$ cat src/rtl/alu_pkg.sv
// rtl/alu_pkg.sv - shared FSM states, button indices and opcode constants for the ALU stimulus generator
package alu_pkg;

    // Sequencer states of generador_estimulos_alu.
    typedef enum logic [2:0] {
        IDLE  = 3'd0,
        SETUP = 3'd1,
        PULSO = 3'd2,
        GAP   = 3'd3,
        FIN   = 3'd4
    } estado_t;

    // Button bit driven during each load phase.
    localparam int BOTON_A     = 0;
    localparam int BOTON_OP    = 1;
    localparam int BOTON_B     = 2;
    localparam int BOTON_CLEAR = 3;

    // Phase index encoding. The clear phase uses code 3 so that a plain
    // 2-bit increment walks clear -> A -> opcode -> B.
    localparam logic [1:0] FASE_A     = 2'd0;
    localparam logic [1:0] FASE_OP    = 2'd1;
    localparam logic [1:0] FASE_B     = 2'd2;
    localparam logic [1:0] FASE_CLEAR = 2'd3;

    // Default ADD opcode of the target ALU.
    localparam logic [3:0] OPCODE_ADD = 4'b1000;

endpackage

$ cat src/rtl/contador_fase.sv
// rtl/contador_fase.sv - loadable down-counter with terminal-count flag for phase timing
//
// Ports:
//   clock, reset : clock, asynchronous active-high reset
//   carga, valor : load strobe and reload value (takes priority over counting)
//   fin          : high while the count equals 1 (last cycle of the timed state)
module contador_fase #(
    parameter int ANCHO = 3
) (
    input  logic             clock,
    input  logic             reset,
    input  logic             carga,
    input  logic [ANCHO-1:0] valor,
    output logic             fin
);

    logic [ANCHO-1:0] cuenta;

    always_ff @(posedge clock or posedge reset) begin
        if (reset) begin
            cuenta <= '0;
        end else if (carga) begin
            cuenta <= valor;
        end else if (cuenta != '0) begin
            cuenta <= cuenta - ANCHO'(1);
        end
    end

    assign fin = (cuenta == ANCHO'(1));

endmodule

$ cat src/rtl/generador_estimulos_alu.sv
// rtl/generador_estimulos_alu.sv - replays one ALU command as timed switch/button load sequences
//
// Optional clear phase: macro GENERADOR_PULSO_CLEAR_EN (adds a leading
// o_switches=0 / o_botones[3] pulse phase; requires CANT_BOTONES_ALU >= 4).
//
// Ports:
//   i_clock, i_reset             : clock, asynchronous active-high reset
//   i_valid, o_ready             : command handshake, capture on i_valid && o_ready
//   i_dato_a, i_opcode, i_dato_b : command fields, registered together at capture
//   o_switches, o_botones        : driven switch value and one-hot button strobes
//   o_done                       : one-cycle pulse when the sequence completes
module generador_estimulos_alu
    import alu_pkg::*;
#(
    parameter int BUS_DATOS        = 4,
    parameter int CANT_BOTONES_ALU = 4,
    parameter int CANT_BIT_OPCODE  = 4,
    parameter int CICLOS_SETUP     = 2,
    parameter int CICLOS_PULSO     = 4,
    parameter int CICLOS_GAP       = 2
) (
    input  logic                        i_clock,
    input  logic                        i_reset,
    input  logic                        i_valid,
    input  logic [BUS_DATOS-1:0]        i_dato_a,
    input  logic [CANT_BIT_OPCODE-1:0]  i_opcode,
    input  logic [BUS_DATOS-1:0]        i_dato_b,
    output logic                        o_ready,
    output logic [BUS_DATOS-1:0]        o_switches,
    output logic [CANT_BOTONES_ALU-1:0] o_botones,
    output logic                        o_done
);

    localparam int CICLOS_MAX =
        (CICLOS_SETUP > CICLOS_PULSO) ?
            ((CICLOS_SETUP > CICLOS_GAP) ? CICLOS_SETUP : CICLOS_GAP) :
            ((CICLOS_PULSO > CICLOS_GAP) ? CICLOS_PULSO : CICLOS_GAP);
    localparam int ANCHO_CNT = $clog2(CICLOS_MAX) + 1;

`ifdef GENERADOR_PULSO_CLEAR_EN
    localparam logic [1:0] FASE_INICIAL = FASE_CLEAR;
`else
    localparam logic [1:0] FASE_INICIAL = FASE_A;
`endif

    estado_t                      estado, estado_sig;
    logic [1:0]                   fase, fase_sig;
    logic [BUS_DATOS-1:0]         dato_a, dato_a_sig;
    logic [BUS_DATOS-1:0]         dato_b, dato_b_sig;
    logic [CANT_BIT_OPCODE-1:0]   opcode, opcode_sig;
    logic [BUS_DATOS-1:0]         switches_sig;
    logic [CANT_BOTONES_ALU-1:0]  botones_sig;
    logic                         ready_sig;
    logic                         done_sig;
    logic                         carga;
    logic [ANCHO_CNT-1:0]         valor_cuenta;
    logic                         fin_cuenta;

    function automatic logic [BUS_DATOS-1:0] valor_fase(
        input logic [1:0]                 f,
        input logic [BUS_DATOS-1:0]       a,
        input logic [CANT_BIT_OPCODE-1:0] op,
        input logic [BUS_DATOS-1:0]       b
    );
        case (f)
            FASE_A:  valor_fase = a;
            FASE_OP: valor_fase = BUS_DATOS'(op);
            FASE_B:  valor_fase = b;
            default: valor_fase = '0;
        endcase
    endfunction

    contador_fase #(
        .ANCHO (ANCHO_CNT)
    ) u_contador (
        .clock (i_clock),
        .reset (i_reset),
        .carga (carga),
        .valor (valor_cuenta),
        .fin   (fin_cuenta)
    );

    always_comb begin
        estado_sig = estado;
        fase_sig   = fase;
        dato_a_sig = dato_a;
        dato_b_sig = dato_b;
        opcode_sig = opcode;

        case (estado)
            IDLE: begin
                if (i_valid && o_ready) begin
                    estado_sig = SETUP;
                    fase_sig   = FASE_INICIAL;
                    dato_a_sig = i_dato_a;
                    opcode_sig = i_opcode;
                    dato_b_sig = i_dato_b;
                end
            end
            SETUP: if (fin_cuenta) estado_sig = PULSO;
            PULSO: if (fin_cuenta) estado_sig = GAP;
            GAP: begin
                if (fin_cuenta) begin
                    if (fase == FASE_B) begin
                        estado_sig = FIN;
                    end else begin
                        estado_sig = SETUP;
                        fase_sig   = fase + 2'd1;
                    end
                end
            end
            FIN:     estado_sig = IDLE;
            default: estado_sig = IDLE;
        endcase

        // Every state has a distinct successor, so a state change is the
        // reload event for the shared timer.
        carga = (estado_sig != estado);

        // Outputs are decoded from the next state so they register in step
        // with it; o_switches holds its value outside SETUP entry.
        valor_cuenta = '0;
        switches_sig = o_switches;
        botones_sig  = '0;
        ready_sig    = 1'b0;
        done_sig     = 1'b0;
        case (estado_sig)
            IDLE:  ready_sig = 1'b1;
            SETUP: begin
                valor_cuenta = ANCHO_CNT'(CICLOS_SETUP);
                switches_sig = valor_fase(fase_sig, dato_a_sig, opcode_sig, dato_b_sig);
            end
            PULSO: begin
                valor_cuenta = ANCHO_CNT'(CICLOS_PULSO);
                for (int i = 0; i < CANT_BOTONES_ALU; i++) begin
`ifdef GENERADOR_PULSO_CLEAR_EN
                    botones_sig[i] = (int'(fase_sig) == i);
`else
                    botones_sig[i] = (int'(fase_sig) == i) && (i != BOTON_CLEAR);
`endif
                end
            end
            GAP:   valor_cuenta = ANCHO_CNT'(CICLOS_GAP);
            FIN: begin
                valor_cuenta = ANCHO_CNT'(1);
                done_sig     = 1'b1;
            end
            default: ready_sig = 1'b0;
        endcase
    end

    always_ff @(posedge i_clock or posedge i_reset) begin
        if (i_reset) begin
            estado     <= IDLE;
            fase       <= FASE_A;
            dato_a     <= '0;
            dato_b     <= '0;
            opcode     <= '0;
            o_ready    <= 1'b1;
            o_switches <= '0;
            o_botones  <= '0;
            o_done     <= 1'b0;
        end else begin
            estado     <= estado_sig;
            fase       <= fase_sig;
            dato_a     <= dato_a_sig;
            dato_b     <= dato_b_sig;
            opcode     <= opcode_sig;
            o_ready    <= ready_sig;
            o_switches <= switches_sig;
            o_botones  <= botones_sig;
            o_done     <= done_sig;
        end
    end

endmodule

$ cat config.mk
export PLATFORM = sky130hd
export DESIGN_NAME = generador_estimulos_alu
export DESIGN_NICKNAME = d
export VERILOG_FILES = /design/src/rtl/alu_pkg.sv /design/src/rtl/contador_fase.sv /design/src/rtl/generador_estimulos_alu.sv
export SDC_FILE = /design/constraint.sdc
export NUM_CORES = 1
export LEC_CHECK = 0
export CAP_MARGIN = 20
export CELL_PAD_IN_SITES_DETAIL_PLACEMENT = 1
export CELL_PAD_IN_SITES_GLOBAL_PLACEMENT = 2
export CORE_MARGIN = 2
export CORE_UTILIZATION = 34
export CTS_CLUSTER_DIAMETER = 30
export DETAILED_ROUTE_END_ITERATION = 6
export PLACE_DENSITY_LB_ADDON = 0.1
export RECOVER_POWER = 50
export SYNTH_ARGS = -nofsm -noshare
export SYNTH_HDL_FRONTEND = slang
export SYNTH_SLANG_ARGS = --single-unit
$ cat constraint.sdc
create_clock -name i_clock -period 2.35 [get_ports i_clock]
set_input_delay 0.47 -clock i_clock [delete_from_list [all_inputs] [get_ports i_clock]]
set_output_delay 0.47 -clock i_clock [all_outputs]
set_load 0.005 [all_outputs]
==> reports/results.env <==
DRC_ERRORS=0
PLACEDCELLCOUNT=193
HOLD_VIOL_FINAL=0
FLOORPLAN.DIE.HEIGHT_UM=69.6
FINALSETUPVIOLATIONS=0
CTS_INSERTED_BUFFERS=5
POSTSYNTH.ASYNCRESETSHARE=1.00
ROUTED_VIA_DENSITY=5.02
PERIOD_NEEDED_NS=1.93
MOSTFREQUENTLAYOUTCELL='dfrtp_1'
AREA.SEQUENTIAL_UM2=727
LEAKAGEPOWER_nW=0.827
SYNTHESIS.AREA_PER_INSTANCE_UM2=11.9
FINAL_CYCLE_SHARE=0.821
SLEW_VIOLATIONS=0
CTS-HTREE-LEVELS=2
WORST_SLEW_MARGIN_REL=0.500
DIEAREA_UM2=4840
CRITICAL_PATH.ENDPOINT_TYPE='flop'
SYNTH-MAIN-FF-CELL='dfrtp_1'
DIEWIDTH_UM=69.6
CLK_PIN_SLEW_NS=0.06
LAYOUT.CELLS.MOST_COMMON_LIST='dfrtp_1, clkdlybuf4s50_1, nand2_1'
CRITPATHMAXFANOUT=5
DRTITER0DRC=24
FP-ROW-COUNT=23
MAX-CAP-VIOLATIONS=0
FINAL_LAYOUT_SIZE_SUFFIX_GT1_FRAC=0.193
TOP_LAYER_IN_USE='met4'
TRITONCTS='yes'
FINAL_NETS=170
AREAGROWTHSYNTHTOFINISH_PCT=24.5
PLACE_HPWL_UM=2420
DETAILROUTE.WIRELENGTH.MET3_UM=131
GRT_PASS1_VIAS=1127
OUTCOME='complete, no violations'
FLOORPLAN.INITIALDENSITY=0.360
CLOCK-ROOT-BUFFER='clkbuf_8'
WORSTMARGINPINSLEW_NS=0.750
CTS_HOLD_BUF=0
ANTENNA_FOUND_INITIAL=0
REPORT.POWER.TOTAL_mW=2.35
GLOBALROUTETOTALUTIL=0.152
ANT_NETS=0
IR_WORST_VDD_mV=0.371
MAPPEDNETLISTNETS=143
CRITICAL_PATH.REG2REG.STARTPOINT='u_contador.cuenta[1]$_DFFE_PP0P_'
CLOCK-SKEW-FINAL_NS=0.00677
WORST-R2R-SETUP-SLACK_NS=0.42
REG2REGPATHDEPTH=7
SYNTH_LARGEST_AREA_CELL='dfrtp_1'
HOLD_PATH_CLASS='reg -> reg'
FIRSTDRTPASSITERS=4
POST_SYNTH_TOP_AREA_SHARE=0.479
MULTI_INPUT_COMB_AREA_UM2=663
POST_CTS.RESIZED_INSTANCES=0
SYNTH_ENABLE_FLOP_CELLS=0
WORSTSETUPSTARTPOINTTYPE='flop'
BOUNDARYPINS=25
GLOBALPLACE.CONGESTION=0.775
CLOCKBUFFERDEPTH=2
YS_SEQ_AREA_FRAC=0.497
YS_TYPES=38
FMAX_MHz=518
DRT-TOTAL-WL_UM=3300
GRT_FIRST_PASS_WIRELENGTH_UM=5640
CP.ARRIVAL_NS=2.12
SYN-INSTANCE-COUNT=123
SYNTH_AREA_LEADERS='dfrtp_1, mux2_4, mux2_2'
RSZ0062_AT_GRT='no'
FILLER_CELL_COUNT=435
BUFFER_PORTS.INSERTED=23
DR_TOTAL_VIAS=1004
POST_SYNTHESIS_INSTANCE_AREA_UM2=1460
SYNTH.FF_LATCH_COUNT=29
TIMING.RR.END='o_switches[1]$_DFFE_PP0N_'
CLKSINKCOUNT=29
POST_DRT_WL_PER_CELL_UM=16.5
CLOCK_INSERTION_DELAY_WORST_SKEW_NS=0.28
NUM_ANTENNA_CELLS=0
TOTAL_GR_OVERFLOW=0
MET1WIRELENGTH_UM=1540
CRITICAL_PATH_REQUIRED_NS=2.54
MIN_FROM='opcode[0]$_DFF_PP0_'
SYNTH.YOSYS.WARNINGS=0
FIN_SETUP_TNS_NS=0
CRIT_TYPE='reg -> reg'
CTS_SETUP_BUFFERS=0
CORE-AREA_UM2=4060
MIN_PATH_CELLS=1
P_PER_AREA_nW_PER_UM2=1290
FINALNONFILLERCELLS=200
MIN_TO='opcode[0]$_DFF_PP0_'
GRT_MAX_DEGREE=30
ROUTED-WL-MET2_UM=1610
-- layout make-up --
class,instances,share of cell area
timing repair buffer,25,0.140
tap,50,0.0344
inverter,7,0.0144
multi-input combinational,82,0.364
clock buffer,7,0.0474
sequential,29,0.399
-- flip-flops by register name (all words and copies together), names as in the netlist --
name,count
dato_a,4
dato_b,4
estado,3
fase,2
o_botones,3
o_done,1
o_ready,1
o_switches,4
opcode,4
u_contador.cuenta,3
-- through the flow --
step / area, um^2 / hold slack (ns) / setup slack [ns] / util
floorplan: 1460 / 0.467 / 0.712 / -
global placement: 1740 / 0.477 / 0.188 / 0.428
detailed placement: 1740 / 0.485 / 0.137 / 0.428
CTS: 1820 / 0.498 / 0.417 / 0.449
global route: 1820 / 0.510 / 0.235 / 0.449
finish: 1820 / 0.493 / 0.421 / 0.449
-- routing by layer --
| metal | vias to the layer above | global-route usage |
|---|---|---|
| li1 | 478 | - |
| met1 | 508 | 0.196 |
| met2 | 16 | 0.239 |
| met3 | 2 | 0.0494 |
| met4 | 0 | 0.0523 |
| met5 | - | 0 |
-- synth_stat cells (all sizes together), types with 2 or more instances --
library cell  instances
mux2i                 5
buf                   5
dfrtp                28
nor3                  3
o21ai                 2
nand2                10
nor2                  7
mux2                 12
and2                  2
nor2b                 2
nand3                 5
or2b                  3
nand2b                2
a21oi                 4
o211ai                5
inv                   7
ha                    5
-- critical path, cell delays in order, from the launching register on --
cell	delay [ns]
dfrtp_1	0.37
inv_1	0.10
ha_1	0.21
nand4b_1	0.23
nor2_1	0.36
o2bb2ai_1	0.30
nand3_1	0.16
o211ai_1	0.12
-- kinds of logic (layout without fill, tap and decap cells) --
group	after synthesis	in the layout	share of synthesized area
flip-flops	29	29	0.497
buffers and inverters	12	39	0.0496
AND/OR/NAND/NOR	39	39	0.157
other	1	1	0.00256
XOR/XNOR	1	1	0.00599
adder cells (fa/ha/maj)	5	5	0.0428
multiplexers	17	17	0.142
AO/OA/AOI/OAI	19	19	0.103
-- power breakdown --
group / total [mW] / switching (mW) / internal [mW]
logic: 1.08 / 0.525 / 0.555
registers: 0.857 / 0.131 / 0.726
clock network: 0.408 / 0.176 / 0.232
total: 2.35 / 0.832 / 1.51
-- how the worst max path moves through the flow --
stage                                     startpoint                        end  slack (ns)  cells past startpoint
detailed placement                           i_valid  o_switches[3]$_DFFE_PP0N_        0.14                      7
finish              u_contador.cuenta[1]$_DFFE_PP0P_  o_switches[1]$_DFFE_PP0N_        0.42                      7
floorplan                        estado[1]$_DFF_PP0_  o_switches[1]$_DFFE_PP0N_        0.71                      7
global placement                             i_valid  o_switches[1]$_DFFE_PP0N_        0.19                      6
CTS                 u_contador.cuenta[1]$_DFFE_PP0P_  o_switches[3]$_DFFE_PP0N_        0.42                      7
global route        u_contador.cuenta[1]$_DFFE_PP0P_  o_switches[3]$_DFFE_PP0N_        0.24                      7
No activity file was read; power rests on OpenSTA's default activity.
